**src/rtl/rv_isa_pkg.sv**
```systemverilog
// Shared RV32I/RV64I decode definitions: opcodes, ALU encodings, immediate
// formats, skid-stage states and the decoded bundle handed to execute.
package rv_isa_pkg;

    localparam logic [6:0] OPC_OP     = 7'b0110011;
    localparam logic [6:0] OPC_OPIMM  = 7'b0010011;
    localparam logic [6:0] OPC_LOAD   = 7'b0000011;
    localparam logic [6:0] OPC_STORE  = 7'b0100011;
    localparam logic [6:0] OPC_BRANCH = 7'b1100011;
    localparam logic [6:0] OPC_LUI    = 7'b0110111;
    localparam logic [6:0] OPC_AUIPC  = 7'b0010111;
    localparam logic [6:0] OPC_JAL    = 7'b1101111;
    localparam logic [6:0] OPC_JALR   = 7'b1100111;

    localparam logic [3:0] ALU_ADD = 4'b0000;
    localparam logic [3:0] ALU_SUB = 4'b1000;

    typedef enum logic [2:0] {
        FMT_NONE = 3'd0,
        FMT_I    = 3'd1,
        FMT_S    = 3'd2,
        FMT_B    = 3'd3,
        FMT_U    = 3'd4,
        FMT_J    = 3'd5
    } imm_fmt_t;

    typedef enum logic [1:0] {
        ST_EMPTY = 2'd0,
        ST_ONE   = 2'd1,
        ST_TWO   = 2'd2
    } stage_state_t;

    // Everything execute needs except the XLEN-wide pc/imm, which are kept
    // beside the bundle so the struct does not depend on XLEN.
    typedef struct packed {
        logic [4:0] rd;
        logic [4:0] rs1;
        logic [4:0] rs2;
        logic [3:0] alu_action;
        logic [2:0] funct3;
        logic       reg_write;
        logic       mem_read;
        logic       mem_write;
        logic       branch;
        logic       jump;
        logic       use_imm;
        logic       use_pc;
        logic       illegal;
    } dec_bundle_t;

    localparam int DEC_BUNDLE_W = $bits(dec_bundle_t);

    // Immediate layout implied by the major opcode; FMT_NONE for R-type and
    // unsupported opcodes so their immediate reads as zero.
    function automatic imm_fmt_t imm_fmt_of(input logic [6:0] opcode);
        imm_fmt_t fmt;
        case (opcode)
            OPC_OPIMM, OPC_LOAD, OPC_JALR: fmt = FMT_I;
            OPC_STORE:                     fmt = FMT_S;
            OPC_BRANCH:                    fmt = FMT_B;
            OPC_LUI, OPC_AUIPC:            fmt = FMT_U;
            OPC_JAL:                       fmt = FMT_J;
            default:                       fmt = FMT_NONE;
        endcase
        return fmt;
    endfunction

endpackage

```
**src/rtl/rv_imm_gen.sv**
```systemverilog
// Combinational immediate generator: picks the format from the opcode and
// returns the immediate sign-extended from instr[31] to XLEN bits.
module rv_imm_gen
    import rv_isa_pkg::*;
#(
    parameter int XLEN = 32
) (
    input  logic [31:0]     instr,
    output logic [XLEN-1:0] imm,
    output imm_fmt_t        fmt
);

    logic signed [31:0] imm32;

    // Assemble the 32-bit immediate for the selected format.
    always_comb begin
        fmt   = imm_fmt_of(instr[6:0]);
        imm32 = '0;
        case (fmt)
            FMT_I: imm32 = {{20{instr[31]}}, instr[31:20]};
            FMT_S: imm32 = {{20{instr[31]}}, instr[31:25], instr[11:7]};
            FMT_B: imm32 = {{19{instr[31]}}, instr[31], instr[7], instr[30:25],
                            instr[11:8], 1'b0};
            FMT_U: imm32 = {instr[31:12], 12'b0};
            FMT_J: imm32 = {{11{instr[31]}}, instr[31], instr[19:12], instr[20],
                            instr[30:21], 1'b0};
            default: imm32 = '0;
        endcase
    end

    // Signed cast widens to XLEN; U-type is sign-extended too on RV64.
    assign imm = XLEN'(imm32);

endmodule

```
**src/rtl/rv_decode_stage.sv**
```systemverilog
// Registered RV32I/RV64I decode stage with valid/ready handshake, optional
// 2-entry skid buffer and flush. Decoding happens before the registers, so
// both main and skid entries hold fully decoded bundles.
module rv_decode_stage
    import rv_isa_pkg::*;
#(
    parameter int XLEN    = 32,
    parameter bit SKID_EN = 1'b1
) (
    input  logic            clk,
    input  logic            rst,
    input  logic            flush,
    input  logic            in_valid,
    output logic            in_ready,
    input  logic [31:0]     in_instr,
    input  logic [XLEN-1:0] in_pc,
    output logic            out_valid,
    input  logic            out_ready,
    output logic [XLEN-1:0] out_pc,
    output logic [4:0]      rd,
    output logic [4:0]      rs1,
    output logic [4:0]      rs2,
    output logic [XLEN-1:0] imm,
    output logic [3:0]      alu_action,
    output logic [2:0]      funct3,
    output logic            reg_write,
    output logic            mem_read,
    output logic            mem_write,
    output logic            branch,
    output logic            jump,
    output logic            use_imm,
    output logic            use_pc,
    output logic            illegal
);

    if (XLEN != 32 && XLEN != 64) begin : gen_bad_xlen
        $error("rv_decode_stage: XLEN must be 32 or 64");
    end

    logic [XLEN-1:0] dec_imm;
    imm_fmt_t        dec_fmt;
    dec_bundle_t     dec_bundle;

    stage_state_t    state_reg, state_next;
    dec_bundle_t     main_bundle_reg;
    logic [XLEN-1:0] main_imm_reg, main_pc_reg;
    dec_bundle_t     skid_bundle;
    logic [XLEN-1:0] skid_imm, skid_pc;

    logic in_fire, out_fire;
    logic load_main, load_skid, main_from_skid;

    rv_imm_gen #(.XLEN(XLEN)) u_imm_gen (
        .instr (in_instr),
        .imm   (dec_imm),
        .fmt   (dec_fmt)
    );

    // Opcode decode into register indices and control bits.
    always_comb begin
        dec_bundle = '0;
        case (in_instr[6:0])
            OPC_OP: begin
                dec_bundle.rd         = in_instr[11:7];
                dec_bundle.rs1        = in_instr[19:15];
                dec_bundle.rs2        = in_instr[24:20];
                dec_bundle.alu_action = {in_instr[30], in_instr[14:12]};
                dec_bundle.funct3     = in_instr[14:12];
                dec_bundle.reg_write  = 1'b1;
            end
            OPC_OPIMM: begin
                dec_bundle.rd         = in_instr[11:7];
                dec_bundle.rs1        = in_instr[19:15];
                // only the shift-right pair uses instr[30] (SRLI vs SRAI)
                dec_bundle.alu_action = {(in_instr[14:12] == 3'b101) ? in_instr[30] : 1'b0,
                                         in_instr[14:12]};
                dec_bundle.funct3     = in_instr[14:12];
                dec_bundle.reg_write  = 1'b1;
            end
            OPC_LOAD: begin
                dec_bundle.rd         = in_instr[11:7];
                dec_bundle.rs1        = in_instr[19:15];
                dec_bundle.alu_action = ALU_ADD;
                dec_bundle.funct3     = in_instr[14:12];
                dec_bundle.reg_write  = 1'b1;
                dec_bundle.mem_read   = 1'b1;
            end
            OPC_STORE: begin
                dec_bundle.rs1        = in_instr[19:15];
                dec_bundle.rs2        = in_instr[24:20];
                dec_bundle.alu_action = ALU_ADD;
                dec_bundle.funct3     = in_instr[14:12];
                dec_bundle.mem_write  = 1'b1;
            end
            OPC_BRANCH: begin
                dec_bundle.rs1        = in_instr[19:15];
                dec_bundle.rs2        = in_instr[24:20];
                dec_bundle.alu_action = ALU_SUB;
                dec_bundle.funct3     = in_instr[14:12];
                dec_bundle.branch     = 1'b1;
            end
            OPC_LUI: begin
                dec_bundle.rd         = in_instr[11:7];
                dec_bundle.alu_action = ALU_ADD;
                dec_bundle.reg_write  = 1'b1;
            end
            OPC_AUIPC: begin
                dec_bundle.rd         = in_instr[11:7];
                dec_bundle.alu_action = ALU_ADD;
                dec_bundle.reg_write  = 1'b1;
                dec_bundle.use_pc     = 1'b1;
            end
            OPC_JAL: begin
                dec_bundle.rd         = in_instr[11:7];
                dec_bundle.alu_action = ALU_ADD;
                dec_bundle.reg_write  = 1'b1;
                dec_bundle.jump       = 1'b1;
                dec_bundle.use_pc     = 1'b1;
            end
            OPC_JALR: begin
                dec_bundle.rd         = in_instr[11:7];
                dec_bundle.rs1        = in_instr[19:15];
                dec_bundle.alu_action = ALU_ADD;
                dec_bundle.funct3     = in_instr[14:12];
                dec_bundle.reg_write  = 1'b1;
                dec_bundle.jump       = 1'b1;
            end
            default: begin
                dec_bundle.illegal    = 1'b1;
            end
        endcase
        // every format except B feeds the immediate into the ALU
        dec_bundle.use_imm = (dec_fmt != FMT_NONE) && (dec_fmt != FMT_B);
    end

    assign out_valid = (state_reg != ST_EMPTY);
    assign in_fire   = in_valid & in_ready;
    assign out_fire  = out_valid & out_ready;

    // Occupancy FSM: next state plus load strobes for main/skid entries.
    always_comb begin
        state_next     = state_reg;
        load_main      = 1'b0;
        load_skid      = 1'b0;
        main_from_skid = 1'b0;
        case (state_reg)
            ST_EMPTY: begin
                if (in_fire) begin
                    state_next = ST_ONE;
                    load_main  = 1'b1;
                end
            end
            ST_ONE: begin
                if (in_fire && out_fire) begin
                    load_main = 1'b1;
                end else if (in_fire && SKID_EN) begin
                    state_next = ST_TWO;
                    load_skid  = 1'b1;
                end else if (out_fire) begin
                    state_next = ST_EMPTY;
                end
            end
            ST_TWO: begin
                if (out_fire) begin
                    state_next     = ST_ONE;
                    main_from_skid = 1'b1;
                end
            end
            default: state_next = ST_EMPTY;
        endcase
        // flush drops everything held and whatever is presented this cycle
        if (flush) begin
            state_next     = ST_EMPTY;
            load_main      = 1'b0;
            load_skid      = 1'b0;
            main_from_skid = 1'b0;
        end
    end

    // State register.
    always_ff @(posedge clk or posedge rst) begin
        if (rst) begin
            state_reg <= ST_EMPTY;
        end else begin
            state_reg <= state_next;
        end
    end

    // Main output register: loads from decode, or from the skid entry on drain.
    always_ff @(posedge clk or posedge rst) begin
        if (rst) begin
            main_bundle_reg <= '0;
            main_imm_reg    <= '0;
            main_pc_reg     <= '0;
        end else if (load_main) begin
            main_bundle_reg <= dec_bundle;
            main_imm_reg    <= dec_imm;
            main_pc_reg     <= in_pc;
        end else if (main_from_skid) begin
            main_bundle_reg <= skid_bundle;
            main_imm_reg    <= skid_imm;
            main_pc_reg     <= skid_pc;
        end
    end

    if (SKID_EN) begin : gen_skid
        dec_bundle_t     skid_bundle_reg;
        logic [XLEN-1:0] skid_imm_reg, skid_pc_reg;
        logic            in_ready_reg;

        // Skid entry captures the instruction accepted while output stalls.
        always_ff @(posedge clk or posedge rst) begin
            if (rst) begin
                skid_bundle_reg <= '0;
                skid_imm_reg    <= '0;
                skid_pc_reg     <= '0;
            end else if (load_skid) begin
                skid_bundle_reg <= dec_bundle;
                skid_imm_reg    <= dec_imm;
                skid_pc_reg     <= in_pc;
            end
        end

        // in_ready is a flop so fetch never sees a path from out_ready.
        always_ff @(posedge clk or posedge rst) begin
            if (rst) begin
                in_ready_reg <= 1'b1;
            end else begin
                in_ready_reg <= (state_next != ST_TWO);
            end
        end

        assign skid_bundle = skid_bundle_reg;
        assign skid_imm    = skid_imm_reg;
        assign skid_pc     = skid_pc_reg;
        assign in_ready    = in_ready_reg;
    end else begin : gen_no_skid
        logic unused_load_skid;

        assign skid_bundle      = '0;
        assign skid_imm         = '0;
        assign skid_pc          = '0;
        assign unused_load_skid = load_skid;
        assign in_ready         = ~out_valid | out_ready;
    end

    assign out_pc     = main_pc_reg;
    assign imm        = main_imm_reg;
    assign rd         = main_bundle_reg.rd;
    assign rs1        = main_bundle_reg.rs1;
    assign rs2        = main_bundle_reg.rs2;
    assign alu_action = main_bundle_reg.alu_action;
    assign funct3     = main_bundle_reg.funct3;
    assign reg_write  = main_bundle_reg.reg_write;
    assign mem_read   = main_bundle_reg.mem_read;
    assign mem_write  = main_bundle_reg.mem_write;
    assign branch     = main_bundle_reg.branch;
    assign jump       = main_bundle_reg.jump;
    assign use_imm    = main_bundle_reg.use_imm;
    assign use_pc     = main_bundle_reg.use_pc;
    assign illegal    = main_bundle_reg.illegal;

endmodule

```
**config.mk**
```make
export PLATFORM = sky130hd
export DESIGN_NAME = rv_decode_stage
export DESIGN_NICKNAME = d
export VERILOG_FILES = /design/src/rtl/rv_isa_pkg.sv /design/src/rtl/rv_imm_gen.sv /design/src/rtl/rv_decode_stage.sv
export SDC_FILE = /design/constraint.sdc
export NUM_CORES = 1
export LEC_CHECK = 0
export CAP_MARGIN = 20
export CORE_UTILIZATION = 55
export DETAILED_ROUTE_END_ITERATION = 16
export PLACE_DENSITY = 0.82
export SLEW_MARGIN = 20
export SYNTH_ARGS = -nofsm -noshare
export SYNTH_HDL_FRONTEND = slang
export SYNTH_SLANG_ARGS = --single-unit
```
**constraint.sdc**
```tcl
create_clock -name clk -period 15.9 [get_ports clk]
set_clock_uncertainty 0.1 [all_clocks]
set_input_delay 1.59 -clock clk [delete_from_list [all_inputs] [get_ports clk]]
set_output_delay 1.59 -clock clk [all_outputs]
set_load 0.005 [all_outputs]
```
# Word level (Yosys, flattened, before mapping)
# Index checks and enable logic that the tools add are counted.
# word_totals
latch_bits	0
n_memories	0
elab_cells	105
reg_bits	191
ram_bits	0
inputBits	69
mem_bits_ro	0
output_inout_bits	96
# classes
shift	0
n_eq_ne	19
n_div	0
n_addsub	0
n_lt_le_gt_ge	0
n_bitwise	2
n_reduce_logical	14
n_mux	38
n_mul	0
# ops
operator	n
$pmux W32 S5	1
$mux W32	4
$mux W30	2
$eq A7 B6 Y1 const B	3
$eq A7 B7 Y1 const B	3
$mux W1	17
$mux W5	3
$pmux W3 S5	1
$eq A7 B5 Y1 const B	2
$mux W2	6
$pmux W4 S3	1
$eq A3 B3 Y1 const B	3
$reduce_or A9 Y1	1
$eq A7 B2 Y1 const B	1
$reduce_or A7 Y1	1
$eq A3 B2 Y1 const B	2
$pmux W2 S3	1
$reduce_or A2 Y1	3
$reduce_or A3 Y1	2
$reduce_or A6 Y1	1
$reduce_bool A2 Y1	2
$eq A3 B1 Y1 const B	1
$mux W3	1
$ne A3 B2 Y1 const B	1
other kinds (8)	10

# Logic depth before layout (Yosys ltp)
# logic_depth
word_depth	8
mapped_depth	7
ltp_nobuf	4

# Hierarchy
# From an unflattened synthesis, not the netlist that was laid out.
# unflattened
cells_unflattened	793
area_unflattened_um2	8908.5
# by_module_without_submodules
mod	cells_per_inst	instances	area_each_um2	seq_area_each_um2
rv_decode_stage	702	1	8304.2	4780.8
rv_imm_gen	91	1	604.3	0.0

# Worst setup path after synthesis
# Ideal clock, no wire load.
# synth_path
path_type	input -> register
from	in in_instr[5]
to	reg gen_skid.skid_imm_reg[10]
n_path_buf	2
arrival_time_ps	2761
required_ps	15735
setup_ps	65
cell_stages	6
path_slack_ps	12974
path_cell_list	buf_2 mux2_2 o32ai_4 and2_0 buf_2 a22o_1
# synth_between
elab_chain_len	5
word_cells_on_any_way	17
cone_classes	eq/ne (13); mux (2); reduce/logical (2)
# synth_rtl
element	line_no	source
start, declared	rv_decode_stage.sv:15	input logic [31:0] in_instr,
$eq A7 B5 Y1, or another cell as far along	rv_isa_pkg.sv:57	case (opcode)
$reduce_or A3 Y1 or $reduce_or A2 Y1 (tied branches)	rv_isa_pkg.sv:57	
$pmux W3 S5 (*)	rv_isa_pkg.sv:57	
$eq A3 B3 Y1, or another cell as far along	rv_imm_gen.sv:19	case (fmt)
$pmux W32 S5 (*)	rv_imm_gen.sv:19	
end signal, assigned	rv_decode_stage.sv:219	skid_imm_reg <= dec_imm;
end, declared	rv_decode_stage.sv:208	logic [XLEN-1:0] skid_imm_reg, skid_pc_reg;
# Every way passes the cells marked *; elsewhere a longest branch is shown, timed or not.
# A chain may end at the register's enable or synchronous reset.

# Worst setup path after layout
# layout_path
from	in out_ready
to	reg main_imm_reg[1], in the netlist imm[1]
# layout_between
elab_chain_len	6
word_cells_on_any_way	10
cone_classes	mux (7); bitwise (1); reduce/logical (2)
# layout_rtl
element	line_no	source
start, declared	rv_decode_stage.sv:18	input logic out_ready,
$and A1 B1 Y1 (*)	rv_decode_stage.sv:138	assign out_fire = out_valid & out_ready;
$logic_and A1 B1 Y1	rv_decode_stage.sv:154	if (in_fire && out_fire) begin
$mux W1	rv_decode_stage.sv:154	
$pmux W1 S2	rv_decode_stage.sv:146	case (state_reg)
$mux W1	rv_decode_stage.sv:172	if (flush) begin
$mux W32 or $reduce_bool A2 Y1 (tied branches)	--	
end signal, assigned	rv_decode_stage.sv:197	main_imm_reg <= dec_imm;
end signal, assigned	rv_decode_stage.sv:201	main_imm_reg <= skid_imm;
end, declared	rv_decode_stage.sv:46	logic [XLEN-1:0] main_imm_reg, main_pc_reg;
# Marks and branches as above.

==> flow_summary.json <==
{
  "status": "finished clean",
  "initial_utilization_pct": 57.37,
  "finalSetupViolations": 0,
  "synth_edf_count": 0,
  "yosysUniqueCellTypes": 64,
  "cts_hold_buffers": 0,
  "overflow": 0,
  "antenna_cells": 0,
  "rr_endpoint": "imm[1]",
  "post_synth_inst_count": 867,
  "io_buffer_count": 164,
  "crit_fanout": 94,
  "nets": 1069,
  "p_switching_uw": 304.5,
  "drt_iter0_drc": 604,
  "avgSynthCellArea_um2": 9.763,
  "htreeDepth": 4,
  "final_hold_viol_count": 0,
  "whs_path_depth": 2,
  "drv_slew": 0,
  "rsz0062_at_grt": "false",
  "vias": 7085,
  "min_to": "gen_skid.skid_pc_reg[3]",
  "die_h_um": 126.1,
  "num-fill-cells": 1104,
  "synth_top_area_share_pct": 56.17,
  "leakagePower_nw": 5.055,
  "ys_ff_latch": 191,
  "swShare_pct": 25.81,
  "grt_pass1_wl_um": 34900,
  "path_class": "in2reg",
  "synth_compound_area_share_pct": 18.03,
  "maxCapViolations": 0,
  "yosys.area_share.simple_pct": 21.11,
  "drc": 0,
  "hold_path_class": "reg2reg",
  "final-seq-area_mm2": 0.004781,
  "finalNonFillerCells": 1197,
  "crit_arrival_ns": 4.15,
  "p_int_uw": 875.3,
  "async_flop_share_pct": 100.0,
  "drive_above_1_share_pct": 7.996,
  "clk_path_buf_depth": 2,
  "cts_tree": "yes",
  "design_area_mm2": 0.01074,
  "worstSkewPairLatency_ns": 0.44,
  "synthXorXnorAreaFrac_pct": 0,
  "whs_ns": 0.3763,
  "fp.coreArea_mm2": 0.01475,
  "cellPowerDensity_mw_per_mm2": 109.8,
  "place_area_mm2": 0.01017,
  "dieArea_mm2": 0.01589,
  "clock_sinks": 191,
  "ios": 165,
  "ir_worst_vdd_v": 0.00007065,
  "fin_ws_ns": 11.97,
  "cts_resized": 0,
  "r2r_cells": 6,
  "post-cts-setup-buffer-count": 0,
  "cts_made_buffers": 17,
  "end_kind": "register",
  "synth_fp_nets": 936,
  "clkTransAtPathRegs_ns": 0.07,
  "synth-warning-count": 0,
  "post-place-ws_ns": 11.56,
  "synthTopCellsByArea": "dfrtp_1 56%, nand2_1 12%, a22oi_1 3.7%",
  "std_cell_rows": 44,
  "grt_pass1_vias": 6705,
  "antenna_left": 0,
  "wl_per_cell_um": 17.96,
  "pwr-share-comb_pct": 15.7,
  "setup_tns_ns": 0,
  "worstPathRequired_ns": 16.12,
  "area_growth_pct": 26.92,
  "tightest_slew_ns": 1.089,
  "die_width_um": 126.1,
  "relSlewSlack_pct": 27.39,
  "antenna_found_initial": 0,
  "p_seq_share_pct": 48.9,
  "holdCritStartpoint": "gen_skid.skid_pc_reg[3]",
  "hpwl_um": 13420,
  "finalCriticalPeriod_ns": 3.929,
  "synthAdderAreaFrac_pct": 0,
  "yosysSeqAreaShare_pct": 56.48,
  "r2r_start": "state_reg[0]",
  "yosys_most_used_dff": "dfrtp_1",
  "multiInputGateArea_mm2": 0.003416,
  "cts-root-buf": "clkbuf_16",
  "synth_top_area_cell": "dfrtp_1",
  "dr.pass1.iters": 5,
  "wl_um": 21490,
  "place_congestion": 0.8603,
  "fin_crit_sh_pct": 24.71,
  "startpoint_type": "input port",
  "drt-vias-per-instance": 5.919,
  "dp_cells": 1165,
  "r2r_slack_ns": 13.21,
  "grt_max_degree": 118,
  "synth.area.mux_share_pct": 0.7391,
  "clockPowerShare_pct": 35.3,
  "grt_use_total_pct": 28.00,
  "synth_top_family_by_area": "simple AND/OR/NAND/NOR gates",
  "fmax_mhz": 254.5,
  "synthesis.area_mm2": 0.008464
}
[logic make-up (layout without fill, tap and decap cells)]
family	after synthesis	in the layout
AO/OA/AOI/OAI	206	206
buffers and inverters	65	211
flip-flops	191	191
multiplexers	6	6
AND/OR/NAND/NOR	399	399
[final cells by class]
class	instances	area share, %
Timing Repair Buffer	174	15.98
Sequential cell	191	44.50
Multi-Input combinational cell	611	31.80
Clock inverter	14	1.339
Tap cell	184	2.143
Clock buffer	18	3.995
Inverter	5	0.2446
[worst max-delay path: stages]
cell             delay (ns)
clkdlybuf4s50_1        0.59
and4bb_4               0.26
buf_4                  0.79
a21oi_4                   0
buf_4                  0.33
a22o_1                 0.24
a221o_1                0.27
[cells in the mapped netlist, types with 2 or more instances]
| cell | count |
|---|---|
| nand2_1 | 275 |
| dfrtp_1 | 190 |
| nand3_1 | 47 |
| a22oi_1 | 42 |
| o21ai_0 | 40 |
| a21oi_1 | 32 |
| buf_2 | 32 |
| a22o_1 | 27 |
| nor2_1 | 27 |
| clkbuf_1 | 22 |
| and3_1 | 13 |
| o2bb2ai_1 | 13 |
| a211o_1 | 8 |
| a221o_2 | 8 |
| a31oi_1 | 7 |
| a21o_1 | 5 |
| a221o_1 | 5 |
| inv_1 | 5 |
| mux2i_1 | 4 |
| nor3_1 | 4 |
| o31ai_1 | 4 |
| nand2b_1 | 3 |
| nand4bb_1 | 3 |
| a21oi_4 | 2 |
| a32oi_1 | 2 |
| and3b_1 | 2 |
| buf_4 | 2 |
| buf_6 | 2 |
| mux2_2 | 2 |
| nand2_2 | 2 |
| nor2_2 | 2 |
| nor3b_2 | 2 |
| or2_2 | 2 |
[power groups by stage]
stage / registers (mW) / clock network, mW / logic (mW)
floorplan: 0.582 / 0 / 0.0814
global placement: 0.584 / 0 / 0.181
detailed placement: 0.585 / 0 / 0.187
CTS: 0.577 / 0.422 / 0.188
global route: 0.584 / 0.441 / 0.206
finish: 0.577 / 0.417 / 0.186
[metrics by stage]
stage	utilization [%]	power, mW
6_report	72.81	1.180
3_5_place_dp	68.93	0.7720
5_1_grt	72.81	1.232
3_3_place_gp	68.93	0.7650
2_1_floorplan	-	0.6633
4_1_cts	72.81	1.187
[routing by layer]
| layer | GRT usage [%] | up-vias | part of all wire (%) |
|---|---|---|---|
| met2 | 44.17 | 235 | 49 |
| li1 | - | 3295 | - |
| met4 | 9.497 | 0 | 1.6 |
| met5 | 0 | - | 0 |
| met1 | 39.48 | 3528 | 45 |
| met3 | 4.885 | 27 | 5.2 |
[cell usage in the layout, fill, tap and decap left out, types with 7 or more instances in the layout]
cell / instances
a31oi_1: 7
clkbuf_16: 17
o21ai_0: 40
nand2_1: 275
a211o_1: 8
dfrtp_1: 190
nand3_1: 47
a22oi_1: 42
a221o_2: 8
and3_1: 13
clkdlybuf4s50_1: 164
a21oi_1: 31
o2bb2ai_1: 13
a22o_1: 27
nor2_1: 25
buf_4: 10
[worst max path at each step]
stage / cells after the start / endpoint / from
floorplan: 1 / alu_action[0] / rst
global route: 7 / imm[1] / out_ready
finish: 7 / imm[1] / out_ready
global placement: 7 / imm[2] / out_ready
CTS: 7 / imm[1] / out_ready
detailed placement: 7 / imm[4] / out_ready
No activity file was read; power rests on OpenSTA's default activity.
